## src/rtl/serial_add_pkg.sv

```systemverilog
// Shared definitions for the bit-serial adder/subtractor: FSM state
// encoding, the default operand width and a counter-width helper.
package serial_add_pkg;

  // Default operand/result width; legal range is 2..32.
  localparam int unsigned DEFAULT_WIDTH = 8;

  // Sequencer states: waiting, shifting bits through the cell, result valid.
  typedef enum logic [1:0] {
    IDLE = 2'd0,
    RUN  = 2'd1,
    DONE = 2'd2
  } state_e;

  // Width of a counter that indexes bits 0..width-1 (never less than 1 bit).
  function automatic int unsigned cntWidth(input int unsigned width);
    return (width > 1) ? $clog2(width) : 1;
  endfunction

endpackage

```

## src/rtl/fa_cell.sv

```systemverilog
// Single-bit full adder; the only arithmetic hardware in the serial
// datapath, reused once per bit position.
module fa_cell (
  input  logic a,
  input  logic b,
  input  logic ci,
  output logic s,
  output logic co
);

  // Sum and carry-out of one bit position.
  always_comb begin
    s  = a ^ b ^ ci;
    co = (a & b) | (a & ci) | (b & ci);
  end

endmodule

```

## src/rtl/serial_add_seq.sv

```systemverilog
// Bit-serial adder/subtractor. Operands are captured on an accepted
// start, then one full-adder cell processes one bit per cycle, LSB first.
// The visible result (sum/cout/ovf) only changes when the last bit has
// been processed, so it stays stable while the next operation runs.
module serial_add_seq
  import serial_add_pkg::*;
#(
  parameter int WIDTH = DEFAULT_WIDTH
) (
  input  logic             clk,
  input  logic             rst_n,
  input  logic             start,
  input  logic             sub,
  input  logic [WIDTH-1:0] a,
  input  logic [WIDTH-1:0] b,
  input  logic             cin,
  output logic             busy,
  output logic             done,
  output logic [WIDTH-1:0] sum,
  output logic             cout,
  output logic             ovf
);

  localparam int            CW   = int'(cntWidth(WIDTH));
  localparam logic [CW-1:0] LAST = CW'(WIDTH - 1);

  // Internal reset: asserts together with rst_n, releases two clocks later.
  logic [1:0] rstSync_q;
  logic       rstInt_n;

  state_e           state_q, state_d;
  logic [WIDTH-1:0] opA_q, opA_d;
  logic [WIDTH-1:0] opB_q, opB_d;
  logic [WIDTH-1:0] acc_q, acc_d;
  logic [WIDTH-1:0] sum_q, sum_d;
  logic [CW-1:0]    cnt_q, cnt_d;
  logic             carry_q, carry_d;
  logic             cout_q, cout_d;
  logic             ovf_q, ovf_d;

  logic cellS;
  logic cellCo;

  // Reset synchronizer: asynchronous assertion, release aligned to clk.
  always_ff @(posedge clk or negedge rst_n) begin
    if (!rst_n) begin
      rstSync_q <= 2'b00;
    end else begin
      rstSync_q <= {rstSync_q[0], 1'b1};
    end
  end

  assign rstInt_n = rstSync_q[1];

  // The bit cell always sees the current LSBs and the running carry.
  fa_cell uFaCell (
    .a  (opA_q[0]),
    .b  (opB_q[0]),
    .ci (carry_q),
    .s  (cellS),
    .co (cellCo)
  );

  // State and datapath registers; everything clears as soon as reset asserts.
  always_ff @(posedge clk or negedge rstInt_n) begin
    if (!rstInt_n) begin
      state_q <= IDLE;
      opA_q   <= '0;
      opB_q   <= '0;
      acc_q   <= '0;
      sum_q   <= '0;
      cnt_q   <= '0;
      carry_q <= 1'b0;
      cout_q  <= 1'b0;
      ovf_q   <= 1'b0;
    end else begin
      state_q <= state_d;
      opA_q   <= opA_d;
      opB_q   <= opB_d;
      acc_q   <= acc_d;
      sum_q   <= sum_d;
      cnt_q   <= cnt_d;
      carry_q <= carry_d;
      cout_q  <= cout_d;
      ovf_q   <= ovf_d;
    end
  end

  // Next-state and datapath update. Subtraction is A + ~B + 1, so the carry
  // register is preset to 1 and B is inverted at capture time. Starts that
  // arrive while RUN is active are simply not looked at.
  always_comb begin
    state_d = state_q;
    opA_d   = opA_q;
    opB_d   = opB_q;
    acc_d   = acc_q;
    sum_d   = sum_q;
    cnt_d   = cnt_q;
    carry_d = carry_q;
    cout_d  = cout_q;
    ovf_d   = ovf_q;

    unique case (state_q)
      IDLE, DONE: begin
        if (start) begin
          state_d = RUN;
          opA_d   = a;
          opB_d   = sub ? ~b : b;
          carry_d = sub ? 1'b1 : cin;
          cnt_d   = '0;
        end else begin
          state_d = IDLE;
        end
      end

      RUN: begin
        opA_d   = opA_q >> 1;
        opB_d   = opB_q >> 1;
        acc_d   = {cellS, acc_q[WIDTH-1:1]};
        carry_d = cellCo;
        if (cnt_q == LAST) begin
          // Last bit: publish the result. The carry into the MSB is the
          // carry register feeding the cell this cycle.
          state_d = DONE;
          cnt_d   = '0;
          sum_d   = {cellS, acc_q[WIDTH-1:1]};
          cout_d  = cellCo;
          ovf_d   = carry_q ^ cellCo;
        end else begin
          cnt_d = cnt_q + CW'(1);
        end
      end

      default: begin
        state_d = IDLE;
      end
    endcase
  end

  assign busy = (state_q == RUN);
  assign done = (state_q == DONE);
  assign sum  = sum_q;
  assign cout = cout_q;
  assign ovf  = ovf_q;

endmodule

```

## config.mk

```make
export PLATFORM = sky130hd
export DESIGN_NAME = serial_add_seq
export DESIGN_NICKNAME = d
export VERILOG_FILES = /design/src/rtl/serial_add_pkg.sv /design/src/rtl/fa_cell.sv /design/src/rtl/serial_add_seq.sv
export SDC_FILE = /design/constraint.sdc
export NUM_CORES = 1
export LEC_CHECK = 0
export ABC_AREA = 1
export CAP_MARGIN = 10
export CORE_MARGIN = 3
export CORE_UTILIZATION = 30
export CTS_CLUSTER_SIZE = 25
export DETAILED_ROUTE_END_ITERATION = 8
export SLEW_MARGIN = 20
export SYNTH_ARGS = -nofsm -noshare
export SYNTH_HDL_FRONTEND = slang
export SYNTH_SLANG_ARGS = --single-unit
```

## constraint.sdc

```tcl
create_clock -name clk -period 1.3 [get_ports clk]
set_input_delay 0.195 -clock clk [delete_from_list [all_inputs] [get_ports clk]]
set_output_delay 0.195 -clock clk [all_outputs]
set_load 0.1 [all_outputs]
```

==> results.md <==
* Iter 0 DRT Violations at 95
* Syn_nets at roughly 260
* Largest net degree at the start of global routing at 40
* Post-synth top area share at between 50 and 60%
* Hold Crit Class: input pin to asynchronous set/reset pin
* Final Hold Fails at 0
* Worst path bufs/invs at 2
* Hold buffers post-CTS at 0
* Dpl ws at around 0.011 ns
* Post-synthesis xor/xnor area fraction at less than 1%
* Reg2reg end: acc_q[7]
* Net load switching power at approximately 3.1 mW
* GRT overflow at 0
* RePlAce Congestion at between 0.7 and 0.8
* P_int at 3.64 mW
* Register area at around 1000 um^2
* RR Startpoint: state_q[1]
* Crit Path Class: flop to output port
* Crit end category: output port
* Post-synthesis adder-cell area fraction at roughly 2.4%
* Via count at about 1500
* Die Footprint at 7370 um^2
* Fillers at 603
* First-pass GRT wire length at about 6.4 mm
* Met2 Resource Use GR at 18.1%
* Worst Hold Slack at a little under 0.06 ns
* Worst vdd ir at about 0.0017 V
* Core Box Area at 6060 um^2
* Tcrit/Tclk final at 104%
* Final setup vio count at 1
* Num CTS Buffers at 5
* Area growth syn-to-layout at 37.3%
* Sequential power share at 33.2%
* Final TNS setup at -0.0458 ns
* Ports at 33
* Fin crit period at 1.35 ns
* R2R Setup Slk at about 0.080 ns
* MaxCap Viol Count at 0
* Final Max Slew Viols at 0
* Busiest metal layer after global routing: met2
* Clock skew at 0.00231 ns
* Layout cells sized above 1 at 17.9%
* Vias in the first global route at 1431
* Pwr/cell area at around 2600 nW/um^2
* Simple-gate portion of the synthesized area at 32.4%
* Die H at roughly 86 um
* Clock H-tree levels at 2
* Drt pass-1 iters at 4
* Compound-Gate Fraction of Synth Area at 2.09%
* WL final at between 3 and 4 mm
* Multi-input logic area at between 700 and 800 um^2
* Lkg Pwr at around 1.3 nW
* Switching share of total power at between 40% and 50%
* Util after Layout at between 40% and 50%
* Avg Inst Size Synth at 8.25 um^2
* Yosys cell types at 21
* Drt wl/cell at 10.6 um
* Largest area contributor in the netlist: dfrtp_1
* Row cnt at 28
* Port bufs at 32
* Synth Register Bits at between 40 and 50
* Mux contribution to synthesized area at 0%
* Status: finished, violations left
* Vias per cell at between 4 and 5
* Comb pwr share at between 50% and 60%
* Root Driver: clkbuf_8
* CP required at 1.11 ns
* Crit-path cells: buf_6 > nor2_4 > buf_12
* Sequential area share after synthesis at 53.6%
* Met3 GRT Util at ~2.8%
* # clock sinks at 41
* Crit path launch: state_q[0]
* Reg2Reg Depth at 7
* Startpoint types: flop
* Worst Path Max Fanout at 3
* Most frequent cells in the layout: nand2_1, dfrtp_1, nand3_1, inv_1, clkdlybuf4s50_1
* GR Util All Layers at between 10% and 20%
* Final WS setup at -0.0458 ns
* Initial antenna violation count at 0
* Commonest non-fill, non-tap cell in the layout: nand2_1
* N_diodes at 0
* Met1 Resource Use GR at about 14%
* Post-layout net count at 302
* Warnings from Yosys at 0
* Starting Density at between 30% and 40%
* CP max stage delay at between 0.4 and 0.5 ns
* Die width at 85.9 um
* Clk buf depth at 2
* Antenna Nets Post-Route at 0
* CTS tree: yes
* CP max-delay cell: dfrtp_2
* Cell Area, Synth at ~1900 um^2
* Failing checks: setup timing
* Clock latency at the later pin of the worst-skew pair at roughly 0.29 ns
* Share of total power in the clock network at a little under an eighth
* RSZ-0062 raised after global routing: yes
* Top cells by area, synth: dfrtp_1, nand2_1, nand3_1
* Largest family of logic cells by synthesized area: simple AND/OR/NAND/NOR gates
* Syn Inst Count at around 230
* WP data arrival at around 1.2 ns
* Number of remaining DRC errors at 0
* Delay-heaviest family, CP: flip-flops
* Power after layout at slightly below 7 mW
* Detailed Place HPWL at roughly 2.7 mm
* Worst-path clk slew at around 0.08 ns
* FMAX at between 0.7 and 0.8 GHz
## flip-flops by register name, summed over array words and instances (netlist names)
name / flops
acc_q: 7
ovf: 1
sum: 8
opA_q: 8
cnt_q: 3
cout: 1
state_q: 2
carry_q: 1
rstSync_q: 2
opB_q: 8
## synthesized netlist by cell type
cell / number
buf_2: 2
buf_4: 2
buf_6: 3
buf_8: 1
clkbuf_1: 1
conb_1: 1
dfrtp_1: 41
fa_1: 1
ha_1: 2
inv_1: 20
inv_2: 3
inv_4: 1
nand2_1: 100
nand2_4: 1
nand2_8: 1
nand3_1: 37
nor2_1: 4
nor2_2: 2
o21ai_0: 4
o21ai_1: 4
xor2_1: 1
## worst max-delay path by stage
stage,to,slack [ns],depth (start not counted)
2_1_floorplan,ovf,0.06,4
3_3_place_gp,ovf,0.02,4
3_5_place_dp,sum[4],0.01,6
4_1_cts,done,-0.06,3
5_1_grt,done,-0.09,3
6_report,done,-0.05,3
## cell type report
class                      count  area share [%]
clock inverter                 3           0.667
timing repair buffer          48            21.6
tap                           75            3.57
clock buffer                   5            2.62
sequential                    41            39.1
inverter                      24            3.91
multi-input combinational    158            28.5
## metal layers
layer,vias up,wire [um],part of all wire [%]
met5,-,0,0
met4,0,36,0.96
met2,23,1760,47
met1,691,1800,48
li1,803,-,-
met3,2,132,3.5
## worst reg2reg max path, stage by stage, from the launching register on
cell and delay, ns:
dfrtp_1 0.37, inv_2 0.11, nand2_8 0.09, inv_12 0.06
buf_4 0.21, buf_4 0.18, nand2_1 0.06, o21ai_1 0.06
## power by group through the flow
stage | clock network, mW | logic [mW] | registers (mW)
3_3_place_gp | 0 | 3.51 | 2.26
3_5_place_dp | 0 | 3.55 | 2.27
6_report | 0.804 | 3.73 | 2.25
2_1_floorplan | 0 | 1.60 | 3.08
5_1_grt | 0.904 | 4.05 | 2.31
4_1_cts | 0.848 | 3.70 | 2.25
## metrics by stage
stage | cell area (um^2) | cells
2_1_floorplan | 1920 | 232
3_3_place_gp | 2470 | 342
3_5_place_dp | 2470 | 342
4_1_cts | 2600 | 353
5_1_grt | 2630 | 354
6_report | 2630 | 354
## kinds of logic after synthesis
family | after synthesis
AO/OA/AOI/OAI | 8
adder cells (fa/ha/maj) | 3
buffers and inverters | 33
other | 1
XOR/XNOR | 1
flip-flops | 41
AND/OR/NAND/NOR | 145
## repair_timing
| action | CTS | global route |
|---|---|---|
| pin swaps | 1 | 0 |
| gates resized for setup | 7 | 5 |
| setup endpoints to repair | 4 | 14 |
| endpoints found under the hold margin | 0 | 0 |
| buffers inserted | 3 | 1 |
| gates cloned | 0 | 0 |
No activity file was read; power rests on OpenSTA's default activity.
